File: src/rtl/uart_rx_mmio.sv
// 8N1 UART receiver with a one-byte holding register, read by the CPU
// through memory-mapped DATA (BASE_ADDR) and STATUS (BASE_ADDR+4) words.
module uart_rx_mmio #(
  parameter int          CLKS_PER_BIT = 868,
  parameter logic [31:0] BASE_ADDR    = 32'h0000_0400
) (
  input  logic        clk,
  input  logic        reset,
  input  logic        serial,
  input  logic [31:0] A,
  input  logic        RE,
  output logic [31:0] RD,
  output logic        rx_valid
);

  localparam int CW = $clog2(CLKS_PER_BIT);
  localparam logic [CW-1:0] HALF_LAST = CW'(CLKS_PER_BIT / 2 - 1);
  localparam logic [CW-1:0] BIT_LAST  = CW'(CLKS_PER_BIT - 1);
  localparam logic [31:0]   STAT_ADDR = BASE_ADDR + 32'd4;

  typedef enum logic [2:0] {
    ST_IDLE, ST_START, ST_DATA, ST_STOP, ST_BREAK
  } state_t;

  state_t        state_q, state_d;
  logic          sync1_q, sync2_q;
  logic [CW-1:0] cnt_q, cnt_d;
  logic [2:0]    bitIdx_q, bitIdx_d;
  logic [7:0]    shift_q, shift_d;
  logic [7:0]    data_q, data_d;
  logic          valid_q, valid_d;
  logic          overrun_q, overrun_d;
  logic          frameErr_q, frameErr_d;
  logic          sRx;
  logic          byteDone, frameSet;
  logic          dataRd, statusRd;

  assign sRx = sync2_q;

  always_ff @(posedge clk or posedge reset) begin
    if (reset) state_q <= ST_IDLE;
    else       state_q <= state_d;
  end

  always_comb begin
    state_d = state_q;
    unique case (state_q)
      ST_IDLE:  if (!sRx) state_d = ST_START;
      ST_START: if (cnt_q == HALF_LAST) state_d = sRx ? ST_IDLE : ST_DATA;
      ST_DATA:  if (cnt_q == BIT_LAST && bitIdx_q == 3'd7) state_d = ST_STOP;
      ST_STOP:  if (cnt_q == BIT_LAST) state_d = sRx ? ST_IDLE : ST_BREAK;
      ST_BREAK: if (sRx) state_d = ST_IDLE;
      default:  state_d = ST_IDLE;
    endcase
  end

  // Counters restart at every sampling point so each sample lands mid-bit.
  always_comb begin
    cnt_d    = cnt_q + CW'(1);
    bitIdx_d = bitIdx_q;
    shift_d  = shift_q;
    byteDone = 1'b0;
    frameSet = 1'b0;
    unique case (state_q)
      ST_IDLE: begin
        cnt_d    = '0;
        bitIdx_d = 3'd0;
      end
      ST_START: if (cnt_q == HALF_LAST) begin
        cnt_d    = '0;
        bitIdx_d = 3'd0;
      end
      ST_DATA: if (cnt_q == BIT_LAST) begin
        cnt_d    = '0;
        bitIdx_d = bitIdx_q + 3'd1;
        shift_d  = {sRx, shift_q[7:1]};
      end
      ST_STOP: if (cnt_q == BIT_LAST) begin
        cnt_d    = '0;
        byteDone = sRx;
        frameSet = !sRx;
      end
      ST_BREAK: cnt_d = '0;
      default:  cnt_d = '0;
    endcase
  end

  assign dataRd   = RE && (A == BASE_ADDR);
  assign statusRd = RE && (A == STAT_ADDR);

  // New-byte and error sets take priority over the read-triggered clears.
  always_comb begin
    data_d     = byteDone ? shift_q : data_q;
    valid_d    = valid_q;
    overrun_d  = overrun_q;
    frameErr_d = frameErr_q;
    if (byteDone)    valid_d = 1'b1;
    else if (dataRd) valid_d = 1'b0;
    if (byteDone && valid_q && !dataRd) overrun_d = 1'b1;
    else if (statusRd)                  overrun_d = 1'b0;
    if (frameSet)      frameErr_d = 1'b1;
    else if (statusRd) frameErr_d = 1'b0;
  end

  always_ff @(posedge clk or posedge reset) begin
    if (reset) begin
      sync1_q    <= 1'b1;
      sync2_q    <= 1'b1;
      cnt_q      <= '0;
      bitIdx_q   <= 3'd0;
      shift_q    <= 8'h00;
      data_q     <= 8'h00;
      valid_q    <= 1'b0;
      overrun_q  <= 1'b0;
      frameErr_q <= 1'b0;
    end else begin
      sync1_q    <= serial;
      sync2_q    <= sync1_q;
      cnt_q      <= cnt_d;
      bitIdx_q   <= bitIdx_d;
      shift_q    <= shift_d;
      data_q     <= data_d;
      valid_q    <= valid_d;
      overrun_q  <= overrun_d;
      frameErr_q <= frameErr_d;
    end
  end

  always_comb begin
    RD = 32'h0;
    if (A == BASE_ADDR)      RD = {24'h0, data_q};
    else if (A == STAT_ADDR) RD = {29'h0, overrun_q, frameErr_q, valid_q};
  end

  assign rx_valid = valid_q;

endmodule
File: config.mk
export PLATFORM = sky130hd
export DESIGN_NAME = uart_rx_mmio
export DESIGN_NICKNAME = d
export VERILOG_FILES = /design/src/rtl/uart_rx_mmio.sv
export SDC_FILE = /design/constraint.sdc
export NUM_CORES = 1
export LEC_CHECK = 0
export ABC_AREA = 1
export ABC_CLOCK_PERIOD_IN_PS = 1600
export BUFFER_PORTS_ARGS = -buffer_cell sky130_fd_sc_hd__buf_4
export CORE_MARGIN = 10
export CORE_UTILIZATION = 24
export CTS_CLUSTER_SIZE = 14
export DETAILED_ROUTE_END_ITERATION = 12
export SLEW_MARGIN = 20
export SYNTH_ARGS = -nofsm -noshare
export SYNTH_HDL_FRONTEND = slang
export SYNTH_SLANG_ARGS = --single-unit
File: constraint.sdc
create_clock -name clk -period 1.6 [get_ports clk]
set_clock_uncertainty 0.2 [all_clocks]
set_input_delay 0.4 -clock clk [delete_from_list [all_inputs] [get_ports clk]]
set_output_delay 0.4 -clock clk [all_outputs]
set_load 0.01 [all_outputs]
==> flow_summary.toml <==
[clock_tree]
clockRootBuffer = "clkbuf_8"
path_clk_slew_ps = 70
worstSkewPairLatency_ps = 290
clock-sinks = 37
numCtsBuffers = 5
htreeDepth = 2
cts_tree = "built"
clockBufferDepth = 2

[cells_and_area]
mostFrequentLayoutCell = "nand2_1"
fin_nets = 429
final_cell_mix = "nand2_1, buf_4, dfrtp_1, buf_6, inv_1"
n_fill_cell = 851
fin_area_sq_um = 3530
syn_to_final_growth_pct = 61.6
antenna_cells = 0
drive_gt1_share_pct = 48.7

[floorplan]
die_h_um = 115
die_area_sq_um = 13300
design.core.area_sq_um = 8810
initial_core_util_pct = 24.8
die_w_um = 115
row_count = 34
ios = 69

[placement]
dpl.hpwl_um = 4150
port_buffers = 44
place_area_sq_um = 2810
gp_congestion = 0.849

[global_route]
track_usage_pct = 7.93
overflow = 0
grt_pass1_wl_um = 8770
antenna_found_initial = 0
grt_max_degree = 38
grt_pass1_vias = 1976
use_met1_pct = 8.59
use_met3_pct = 3.10
grt_busiest_layer = "met2"
grtUsageMet2_pct = 13.9

[sta]
fin_crit_ps = 1970
setup-tns-final_ps = -5020
slew_viol_final = 0
hold_violations = 0
fin_crit_sh_pct = 123
finalSetupViolCount = 41
max_freq_mhz = 507
fin_ws_ps = -372
rsz0062_at_grt = "yes"

[setup_path]
cp-start-kind = "primary input"
cp.arrival_ps = 1370
cp-end-kind = "output pin"
cp_max_fo = 5
path_class = "primary input to output pin"
worstPathRequired_ps = 1000

[power]
finalPower_w = 0.00182
switching_share_pct = 24.2
pwr_density_cell_nw_per_um2 = 516
pwr-share-comb_pct = 10.2
ir_drop_v = 0.000339
p_int_w = 0.00138
p_leak_nw = 1.68
clkPwrFrac_pct = 38.1
sequentialPowerShare_pct = 51.7
p_switching_w = 0.000440

[yosys]
synth_seq_area_share_pct = 42.5
ys_async_sr_fraction_pct = 100
netlist_instances = 299
syn_area_per_cell_sq_um = 7.31
ys.warnings.count = 0
synth_cell_types = 28
syn_area_sq_um = 2190
synthFlopType = "dfrtp_1"
synth_edf_count = 0
synth_seq_cells = 37

[route]
firstDrtPassIters = 4
viasPerCell = 4.30
drcViolationCount = 0
wire_per_inst_um = 12.3
drt_wl_total_um = 6150
detail-route-antenna-nets = 0
drt_iter0_drc = 93
vias = 2141

[outcome]
failed_checks = "negative setup slack"
status = "complete, but fails checks"

[min_path]
hold_path_class = "flop to flop"

[flow_run]
drv_cap = 0
==> final cells by class <==
class | instances | area [sq um] | area share [%]
timing repair buffer | 84 | 781 | 22.1
multi-input combinational | 215 | 1390 | 39.4
clock buffer | 6 | 82.6 | 2.34
sequential | 37 | 932 | 26.4
inverter | 45 | 189 | 5.35
tap | 108 | 135 | 3.82
timing repair inverter | 1 | 7.51 | 0.212
clock inverter | 2 | 13.8 | 0.390
==> final timing paths <==
check,slack [ps],depth (start not counted),end,from
min,160,0,sRx,sync1_q
max reg2reg,-120,8,data_q[6],cnt_q[2]
min reg2reg,160,0,sRx,sync1_q
min in group asynchronous,510,4,cnt_q[3],reset
max in group asynchronous,440,4,sync1_q,reset
max,-370,7,RD[5],A[31]
==> layer usage <==
layer,up-vias,share of wire (%)
met5,-,0
met4,0,1.2
met3,8,10
met2,67,51
met1,1015,37
li1,1051,-
==> Yosys cell counts (2+ instances only) <==
master	n	share of area (%)
nand2_1	84	14
inv_1	43	7.4
nor2_1	40	6.9
dfrtp_1	35	40
buf_4	24	8.2
nand3_1	19	4.4
o21ai_0	10	2.3
nand4_1	6	1.7
o21ai_1	5	1.1
ha_1	4	2.3
nor3_1	4	0.92
nand3b_1	3	1.0
dfstp_2	2	2.4
inv_2	2	0.34
nand2_2	2	0.57
nor2_2	2	0.57
xnor2_1	2	0.80
xor2_1	2	0.80
==> stage by stage <==
stage | std cells | setup WS [ps] | util, % | hold slack (ps)
finish | 498 | -372 | 40.1 | 159
CTS | 488 | -390 | 35.1 | 12.1
detailed placement | 471 | -429 | 31.9 | 149
global placement | 471 | -407 | 31.9 | 147
floorplan | 322 | -87.6 | - | 145
global route | 498 | -444 | 40.1 | 166
==> flip-flops by register name, indices dropped and copies added (netlist names) <==
signal,cells
shift_q,8
state_q,3
rx_valid,1
cnt_q,10
overrun_q,1
bitIdx_q,3
sync1_q,1
data_q,8
sRx,1
frameErr_q,1
==> power by group through the flow <==
stage,Clock [W],Sequential [W],Combinational (W)
2_1_floorplan,0,0.000959,0.000106
3_3_place_gp,0,0.000960,0.000142
3_5_place_dp,0,0.000960,0.000145
4_1_cts,0.000715,0.000941,0.000161
5_1_grt,0.000759,0.000942,0.000204
6_report,0.000694,0.000941,0.000186
==> worst max-delay path, stage by stage <==
cell and delay [ps]:
buf_4 110, nor2_2 80, nand4_1 180, nor2_4 220, nand2_4 140, nor2_4 130, buf_6 100
==> what timing repair did <==
item,CTS,global route
cloned,2,1
setup endpoints to repair,31,42
buffers inserted,6,8
hold endpoints to repair,35,1
pin swaps,20,47
gates resized for setup,36,106
hold buffers,1,1
==> cell families after synthesis <==
logic type / count (synthesis) / share of synthesized area, %
AND/OR/NAND/NOR: 164 / 32.5
buffers and inverters: 71 / 16.7
flip-flops: 37 / 42.5
AO/OA/AOI/OAI: 18 / 4.29
XOR/XNOR: 4 / 1.60
adder cells (fa/ha/maj): 4 / 2.29
other: 1 / 0.172
Power figures use the tool's default switching activity.
